[src/rtl/hazard_ctrl_if.sv]
// Decode-side hazard descriptor bus and the bypass/stall controls returned to the datapath.
interface hazard_ctrl_if;
  logic [1:0] D_Tuse1;
  logic [1:0] D_Tuse2;
  logic [1:0] D_Tnew;
  logic [4:0] D_ReadA1;
  logic [4:0] D_ReadA2;
  logic [4:0] D_WriteAddr;
  logic       Stall;
  logic [1:0] Trans_grf_Sel1;
  logic [1:0] Trans_grf_Sel2;
  logic [1:0] E_Sel1;
  logic [1:0] E_Sel2;
  logic       M_Sel2;

  modport master (
    output D_Tuse1, D_Tuse2, D_Tnew, D_ReadA1, D_ReadA2, D_WriteAddr,
    input  Stall, Trans_grf_Sel1, Trans_grf_Sel2, E_Sel1, E_Sel2, M_Sel2
  );

  modport slave (
    input  D_Tuse1, D_Tuse2, D_Tnew, D_ReadA1, D_ReadA2, D_WriteAddr,
    output Stall, Trans_grf_Sel1, Trans_grf_Sel2, E_Sel1, E_Sel2, M_Sel2
  );
endinterface

[src/rtl/hazard_ctrl.sv]
// Five-stage MIPS hazard controller: shadow E/M/W destination pipeline driving
// decode stall, D/E/M bypass selects and a saturating stall-cycle counter.
module hazard_ctrl #(
  parameter int unsigned CNT_W = 16
) (
  input  logic             clk,
  input  logic             reset,
  hazard_ctrl_if.slave     hz,
  output logic [CNT_W-1:0] StallCount
);

  logic [4:0]       e_a1_q, e_a2_q, e_wa_q;
  logic [1:0]       e_tnew_q;
  logic [4:0]       m_a2_q, m_wa_q;
  logic [1:0]       m_tnew_q;
  logic [4:0]       w_wa_q;
  logic [CNT_W-1:0] cnt_q;

  logic [4:0]       e_a1_d, e_a2_d, e_wa_d;
  logic [1:0]       e_tnew_d;
  logic [1:0]       m_tnew_d;
  logic [CNT_W-1:0] cnt_d;
  logic             stall;

  function automatic logic op_stall(input logic [1:0] tuse, input logic [4:0] a,
                                    input logic [4:0] ewa, input logic [1:0] etn,
                                    input logic [4:0] mwa, input logic [1:0] mtn);
    return (tuse != 2'd3) && (a != 5'd0) &&
           (((ewa == a) && (etn > tuse)) || ((mwa == a) && (mtn > tuse)));
  endfunction

  // Newest producer wins: an E match hides any M match even if E cannot forward yet.
  function automatic logic [1:0] d_sel(input logic [4:0] a,
                                       input logic [4:0] ewa, input logic [1:0] etn,
                                       input logic [4:0] mwa, input logic [1:0] mtn);
    logic [1:0] sel;
    sel = 2'd0;
    if (a != 5'd0) begin
      if (ewa == a)      sel = (etn == 2'd0) ? 2'd1 : 2'd0;
      else if (mwa == a) sel = (mtn == 2'd0) ? 2'd2 : 2'd0;
    end
    return sel;
  endfunction

  function automatic logic [1:0] e_sel(input logic [4:0] a,
                                       input logic [4:0] mwa, input logic [1:0] mtn,
                                       input logic [4:0] wwa);
    logic [1:0] sel;
    sel = 2'd0;
    if (a != 5'd0) begin
      if ((mwa == a) && (mtn == 2'd0)) sel = 2'd1;
      else if (wwa == a)               sel = 2'd2;
    end
    return sel;
  endfunction

  always_comb begin
    stall = op_stall(hz.D_Tuse1, hz.D_ReadA1, e_wa_q, e_tnew_q, m_wa_q, m_tnew_q) |
            op_stall(hz.D_Tuse2, hz.D_ReadA2, e_wa_q, e_tnew_q, m_wa_q, m_tnew_q);

    hz.Stall          = stall;
    hz.Trans_grf_Sel1 = d_sel(hz.D_ReadA1, e_wa_q, e_tnew_q, m_wa_q, m_tnew_q);
    hz.Trans_grf_Sel2 = d_sel(hz.D_ReadA2, e_wa_q, e_tnew_q, m_wa_q, m_tnew_q);
    hz.E_Sel1         = e_sel(e_a1_q, m_wa_q, m_tnew_q, w_wa_q);
    hz.E_Sel2         = e_sel(e_a2_q, m_wa_q, m_tnew_q, w_wa_q);
    hz.M_Sel2         = (m_a2_q != 5'd0) && (w_wa_q == m_a2_q);

    e_a1_d   = '0;
    e_a2_d   = '0;
    e_wa_d   = '0;
    e_tnew_d = '0;
    if (!stall) begin
      e_a1_d   = hz.D_ReadA1;
      e_a2_d   = hz.D_ReadA2;
      e_wa_d   = hz.D_WriteAddr;
      e_tnew_d = hz.D_Tnew;
    end

    m_tnew_d = (e_tnew_q == 2'd0) ? 2'd0 : e_tnew_q - 2'd1;

    cnt_d = cnt_q;
    if (stall && (cnt_q != '1)) cnt_d = cnt_q + 1'b1;
  end

  always_ff @(posedge clk) begin
    if (reset) begin
      e_a1_q   <= '0;
      e_a2_q   <= '0;
      e_wa_q   <= '0;
      e_tnew_q <= '0;
      m_a2_q   <= '0;
      m_wa_q   <= '0;
      m_tnew_q <= '0;
      w_wa_q   <= '0;
      cnt_q    <= '0;
    end else begin
      e_a1_q   <= e_a1_d;
      e_a2_q   <= e_a2_d;
      e_wa_q   <= e_wa_d;
      e_tnew_q <= e_tnew_d;
      m_a2_q   <= e_a2_q;
      m_wa_q   <= e_wa_q;
      m_tnew_q <= m_tnew_d;
      w_wa_q   <= m_wa_q;
      cnt_q    <= cnt_d;
    end
  end

  assign StallCount = cnt_q;

endmodule

[src/flat_wrapper.sv]
// flat-port wrapper written by rule: the top's interface ports become plain ports
module hazard_ctrl_flat 
#(
  parameter int unsigned CNT_W = 16
)
  (clk, reset, StallCount, hz_D_Tuse1, hz_D_Tuse2, hz_D_Tnew, hz_D_ReadA1, hz_D_ReadA2, hz_D_WriteAddr, hz_Stall, hz_Trans_grf_Sel1, hz_Trans_grf_Sel2, hz_E_Sel1, hz_E_Sel2, hz_M_Sel2);
  hazard_ctrl_if hz_i ();
  input  logic clk;
  input  logic reset;
  output logic [CNT_W-1:0] StallCount;
  input wire logic [$bits(hz_i.D_Tuse1)-1:0] hz_D_Tuse1;
  input wire logic [$bits(hz_i.D_Tuse2)-1:0] hz_D_Tuse2;
  input wire logic [$bits(hz_i.D_Tnew)-1:0] hz_D_Tnew;
  input wire logic [$bits(hz_i.D_ReadA1)-1:0] hz_D_ReadA1;
  input wire logic [$bits(hz_i.D_ReadA2)-1:0] hz_D_ReadA2;
  input wire logic [$bits(hz_i.D_WriteAddr)-1:0] hz_D_WriteAddr;
  output wire logic [$bits(hz_i.Stall)-1:0] hz_Stall;
  output wire logic [$bits(hz_i.Trans_grf_Sel1)-1:0] hz_Trans_grf_Sel1;
  output wire logic [$bits(hz_i.Trans_grf_Sel2)-1:0] hz_Trans_grf_Sel2;
  output wire logic [$bits(hz_i.E_Sel1)-1:0] hz_E_Sel1;
  output wire logic [$bits(hz_i.E_Sel2)-1:0] hz_E_Sel2;
  output wire logic [$bits(hz_i.M_Sel2)-1:0] hz_M_Sel2;
  assign hz_i.D_Tuse1 = hz_D_Tuse1;
  assign hz_i.D_Tuse2 = hz_D_Tuse2;
  assign hz_i.D_Tnew = hz_D_Tnew;
  assign hz_i.D_ReadA1 = hz_D_ReadA1;
  assign hz_i.D_ReadA2 = hz_D_ReadA2;
  assign hz_i.D_WriteAddr = hz_D_WriteAddr;
  assign hz_Stall = hz_i.Stall;
  assign hz_Trans_grf_Sel1 = hz_i.Trans_grf_Sel1;
  assign hz_Trans_grf_Sel2 = hz_i.Trans_grf_Sel2;
  assign hz_E_Sel1 = hz_i.E_Sel1;
  assign hz_E_Sel2 = hz_i.E_Sel2;
  assign hz_M_Sel2 = hz_i.M_Sel2;
  hazard_ctrl #(.CNT_W(CNT_W)) u_core (.clk(clk), .reset(reset), .hz(hz_i), .StallCount(StallCount));
endmodule
[config.mk]
export PLATFORM = sky130hd
export DESIGN_NAME = hazard_ctrl_flat
export DESIGN_NICKNAME = d
export VERILOG_FILES = /design/src/rtl/hazard_ctrl_if.sv /design/src/rtl/hazard_ctrl.sv /design/src/flat_wrapper.sv
export SDC_FILE = /design/constraint.sdc
export NUM_CORES = 1
export LEC_CHECK = 0
export CELL_PAD_IN_SITES_DETAIL_PLACEMENT = 1
export CELL_PAD_IN_SITES_GLOBAL_PLACEMENT = 1
export CORE_ASPECT_RATIO = 0.8
export CORE_MARGIN = 2
export CORE_UTILIZATION = 51
export DETAILED_ROUTE_END_ITERATION = 12
export DONT_BUFFER_PORTS = 1
export MAX_ROUTING_LAYER = met4
export PLACE_DENSITY = 0.82
export SETUP_SLACK_MARGIN = 0.5
export SLEW_MARGIN = 20
export SYNTH_ARGS = -nofsm -noshare
export SYNTH_HDL_FRONTEND = slang
export SYNTH_SLANG_ARGS = --single-unit
[constraint.sdc]
create_clock -name clk -period 4.8 [get_ports clk]
set_input_delay 1.2 -clock clk [delete_from_list [all_inputs] [get_ports clk]]
set_output_delay 1.2 -clock clk [all_outputs]
set_load 0.01 [all_outputs]
* Word level (Yosys, flattened, before mapping)
Cells that the tools add are included.
** Operators by class
- Add/sub/neg operators :: 2
- Bitwise logic cells :: 1
- Magnitude comparators :: 4
- Muxes and demuxes :: 14
- Eq/ne operators :: 12
- Reduce and logical (&&, ||, !) cells :: 23
** Operators by type and width (count)
- $eq 5x5->1 :: 9
- $mux 2 :: 13
- $reduce_bool 5->1 :: 5
- $add 16x1->16 const B :: 1
- $ne 16x16->1 const B :: 1
- $logic_and 1x1->1 :: 12
- $gt 2x2->1 :: 4
- $logic_not 2->1 :: 2
- $ne 2x2->1 const B :: 2
- $reduce_or 2->1 :: 2
- $logic_or 1x1->1 :: 2
- $sub 2x1->2 const B :: 1
- $mux 1 :: 1
- $or 1x1->1 :: 1
** Storage, ports and cells
- Output and inout bits :: 26
- Register bits after elaboration :: 50
- Word-level logic and storage cells :: 65

* Logic depth before layout (Yosys ltp)
- Depth in word-level cells :: 6
- Depth in mapped cells :: 11

* Worst setup path before layout
OpenSTA, ideal clock, no wires.
- Path kind :: input -> output
- Start :: input port hz_D_Tuse1[1]
- End :: output port hz_Stall
- Data arrival time :: 2.244 ns
- Slack :: 1.356 ns
- Stages on the path :: 7
- Required time :: 3.600 ns
- Path buffers :: 0
- Path through :: inv_1 ha_1 nor2b_1 o21ai_0 a2bb2oi_1 o22a_2 inv_2
** On the way
- Word-level cells in the longest chain between the ends :: 5
- Elaborated cells between the ends (all ways) :: 9
- Classes of those cells :: order compare: 2; eq/ne: 1; bitwise: 1; reduce/logical: 5
** RTL lines
- from (decl) :: RTL line flat_wrapper.sv:11 : input wire logic [$bits(hz_i.D_Tuse1)-1:0] hz_D_Tuse1;
- $gt 2x2->1 :: RTL line hazard_ctrl.sv:29 : (((ewa == a) && (etn > tuse)) || ((mwa == a) && (mtn > tuse)));
- $logic_and 1x1->1 :: RTL line hazard_ctrl.sv:29
- $logic_or 1x1->1 :: RTL line hazard_ctrl.sv:29
- $logic_and 1x1->1 (*) :: RTL line hazard_ctrl.sv:28 : return (tuse != 2'd3) && (a != 5'd0) &&
- $or 1x1->1 (*) :: RTL line hazard_ctrl.sv:58 : stall = op_stall(hz.D_Tuse1, hz.D_ReadA1, e_wa_q, e_tnew_q, m_wa_q, m_tnew_q) |
- to (decl) :: RTL line flat_wrapper.sv:17 : output wire logic [$bits(hz_i.Stall)-1:0] hz_Stall;
Mark *: on every way between the ends. The rest lies on a longest branch, timed or not.

* Worst setup path after layout
- Start :: input port hz_D_ReadA2[1]
- End :: output port hz_Stall
** On the way
- Word-level cells in the longest chain between the ends :: 5
- Elaborated cells between the ends (all ways) :: 9
- Classes of those cells :: eq/ne: 2; bitwise: 1; reduce/logical: 6
** RTL lines
- from (decl) :: RTL line flat_wrapper.sv:15 : input wire logic [$bits(hz_i.D_ReadA2)-1:0] hz_D_ReadA2;
- $eq 5x5->1 :: RTL line hazard_ctrl.sv:29
- $logic_and 1x1->1 :: RTL line hazard_ctrl.sv:29
- $logic_or 1x1->1 :: RTL line hazard_ctrl.sv:29
- $logic_and 1x1->1 (*) :: RTL line hazard_ctrl.sv:28
- $or 1x1->1 (*) :: RTL line hazard_ctrl.sv:58
Marks and branches as above.

==> results.sh <==
export IMPL_vias_per_cell=5.83
export IMPL_dr_pass1_iters=4
export IMPL_antenna_left=0
export IMPL_rows=23
export IMPL_dieArea_um2=5750
export IMPL_final_period_utilization=0.817
export IMPL_synth_compound_area_share=0.0965
export IMPL_critical_path_cell_chain="or4_1 > nor2_1 > a21o_1 > o22a_2 > inv_2"
export IMPL_synth_seq_cells=50
export IMPL_cts_root_buf="clkbuf_8"
export IMPL_grt_ovfl_total=0
export IMPL_final_common_cell="dfxtp_1"
export IMPL_critical_path_max_fanout=25
export IMPL_finalPower_mw=0.908
export IMPL_status="finished, final reports clean"
export IMPL_layout_common_cells="dfxtp_1, xnor2_1, a21oi_1, nor2b_1, and2_1"
export IMPL_die_h_um=68.2
export IMPL_synth_simple_gate_area_frac=0.277
export IMPL_powerDensity_nw_per_um2=328
export IMPL_p_leak_nw=1.00
export IMPL_critPathArrivalTime_ns=2.72
export IMPL_grt_pass1_vias=2012
export IMPL_core_area_um2=4980
export IMPL_synthAdderAreaFrac=0.0476
export IMPL_ir_worst_vdd_uv=256
export IMPL_synth_edf_count=0
export IMPL_synthCells=295
export IMPL_nets=321
export IMPL_clock_latency_ns=0.31
export IMPL_cpMaxStageDelayCell="or4_1"
export IMPL_async_flop_share=0
export IMPL_crit_type="input port to output port"
export IMPL_wl_per_cell_um=17.6
export IMPL_grt_pass1_wl_um=10300
export IMPL_layout_cells_non_filler=351
export IMPL_grt_start_max_net_pins=39
export IMPL_cp_required_ns=3.60
export IMPL_cp_end_kind="output port"
export IMPL_vias=2045
export IMPL_ctsResizeCount=0
export IMPL_cts_max_path_buffers=2
export IMPL_numCtsBuffers=5
export IMPL_slew_limit_headroom=0.509
export IMPL_start_kind="input port"
export IMPL_initial_utilization=0.529
export IMPL_max_stage_delay_ns=0.51
export IMPL_setup_viol=0
export IMPL_synth_mux_area_frac=0.0128
export IMPL_io_buffer_count=0
export IMPL_die_w_um=84.3
export IMPL_hold_viol=0
export IMPL_gp_congestion=0.789
export IMPL_htreeDepth=2
export IMPL_clock_skew_ns=0.00375
export IMPL_area_delta_synth_final_pct=5.23
export IMPL_period_needed_ns=3.92
export IMPL_ys_warn_count=0
export IMPL_clock_sinks=50
export IMPL_dp_cells=343
export IMPL_synth_fp_nets=328
export IMPL_worst_pin_slew_ns=0.730
export IMPL_synth_avg_cell_area_um2=8.92
export IMPL_fin_hold_ws_ns=0.423
export IMPL_diodes=0
export IMPL_syn_cell_area_um2=2630
export IMPL_rsz0062_at_grt="no"
export IMPL_drc=0
export IMPL_ys_types=41
export IMPL_fmax_mhz=255
export IMPL_cts_tree="yes"
export IMPL_drv_slew=0
export IMPL_cts_hold_buf=0
export IMPL_drt_iter0_markers=74
export IMPL_ys_flop_type="dfxtp_1"
export IMPL_setup_tns_ns=0
export IMPL_ioPinCount=49
export IMPL_yosysSeqAreaShare=0.380
export IMPL_antenna_found_initial=0
export IMPL_synth_xor_area_share=0.140
export IMPL_gr_usage_all_layers=0.240
export IMPL_fillers=589
export IMPL_final_layout_size_suffix_gt1_frac=0.0554
export IMPL_cap_violations=0
export IMPL_dp_hpwl_um=4600
export IMPL_synth_top_family_by_area="simple AND/OR/NAND/NOR gates"
export IMPL_drt_wl_total_um=6190
export IMPL_post_cts_buffers=0
export IMPL_clk_pin_slew_worst_paths_ns=0.09
export IMPL_hp_class="flip-flop to flip-flop"
==> per-layer routing <==
metal	global-route usage	part of all wire	up-vias
met2	0.357	0.42	49
li1	-	-	1007
met5	-	0	-
met3	0.0603	0.063	7
met4	0.0605	0.011	0
met1	0.329	0.51	982
==> cell usage after synthesis, drive strengths merged (3+ instances only) <==
master  instances  area, um^2
and3            3        18.8
and2           17         106
clkbuf          7        26.3
o21ai           9        45.0
a21oi          20         100
xnor2          30         263
nand3          14        70.1
nand4           8        50.1
nor2b          20         125
o31ai           4        30.0
ha             10         125
inv            10        37.5
or4             7        52.6
nor4            5        52.6
or3             7        43.8
nand2           9        33.8
dfxtp          50        1000
mux2            3        33.8
xor2           12         105
nor3           13        65.1
nor2           13        56.3
buf             7        56.3
==> worst max-delay path, delay by kind of cell <==
kind,cells,cell delay [ns]
simple gates,2,0.79
compound gates,2,0.55
buf+inv,1,0.18
==> cell families after synthesis <==
kind of cell    count (synthesis)
xor+xnor                       42
fa+ha+maj                      10
simple gates                  123
flops                          50
buf+inv                        24
mux                             3
compound gates                 43
==> final cells by class <==
cell class,instances,area (um^2),share of cell area
clock buffers,6,82.6,0.0298
clock inverters,2,60.1,0.0217
flip-flops and latches,50,1000,0.361
multi-input cells,221,1510,0.545
well taps,62,77.6,0.0280
inverters,10,37.5,0.0136
==> sequential cells by signal, indices dropped and copies added (netlist names) <==
| signal | flops |
|---|---|
| u_core.m_tnew_q | 2 |
| u_core.StallCount | 16 |
| u_core.w_wa_q | 5 |
| u_core.e_tnew_q | 2 |
| u_core.e_wa_q | 5 |
| u_core.m_wa_q | 5 |
| u_core.e_a1_q | 5 |
| u_core.m_a2_q | 5 |
| u_core.e_a2_q | 5 |
==> per-stage QoR <==
| stage | setup WS, ns | area [um^2] | util |
|---|---|---|---|
| 2_1_floorplan | 1.36 | 2630 | - |
| 3_3_place_gp | 0.935 | 2630 | 0.528 |
| 3_5_place_dp | 0.877 | 2630 | 0.528 |
| 4_1_cts | 0.867 | 2770 | 0.556 |
| 5_1_grt | 0.726 | 2770 | 0.556 |
| 6_report | 0.878 | 2770 | 0.556 |
==> where the power goes <==
group | total, mW | internal [mW] | switching [mW]
Clock | 0.366 | 0.222 | 0.143
Sequential | 0.451 | 0.430 | 0.0208
Combinational | 0.0913 | 0.0478 | 0.0435
Total | 0.908 | 0.700 | 0.208
==> final timing paths <==
kind	to	slack, ns	depth (start not counted)	from
min reg2reg	u_core.m_tnew_q[0]	0.42	1	u_core.e_tnew_q[0]
max reg2reg	u_core.StallCount[7]	2.34	7	u_core.e_wa_q[1]
max	hz_Stall	0.88	5	hz_D_ReadA2[1]
min	u_core.m_tnew_q[0]	0.42	1	u_core.e_tnew_q[0]
No activity file was read; power rests on OpenSTA's default activity.
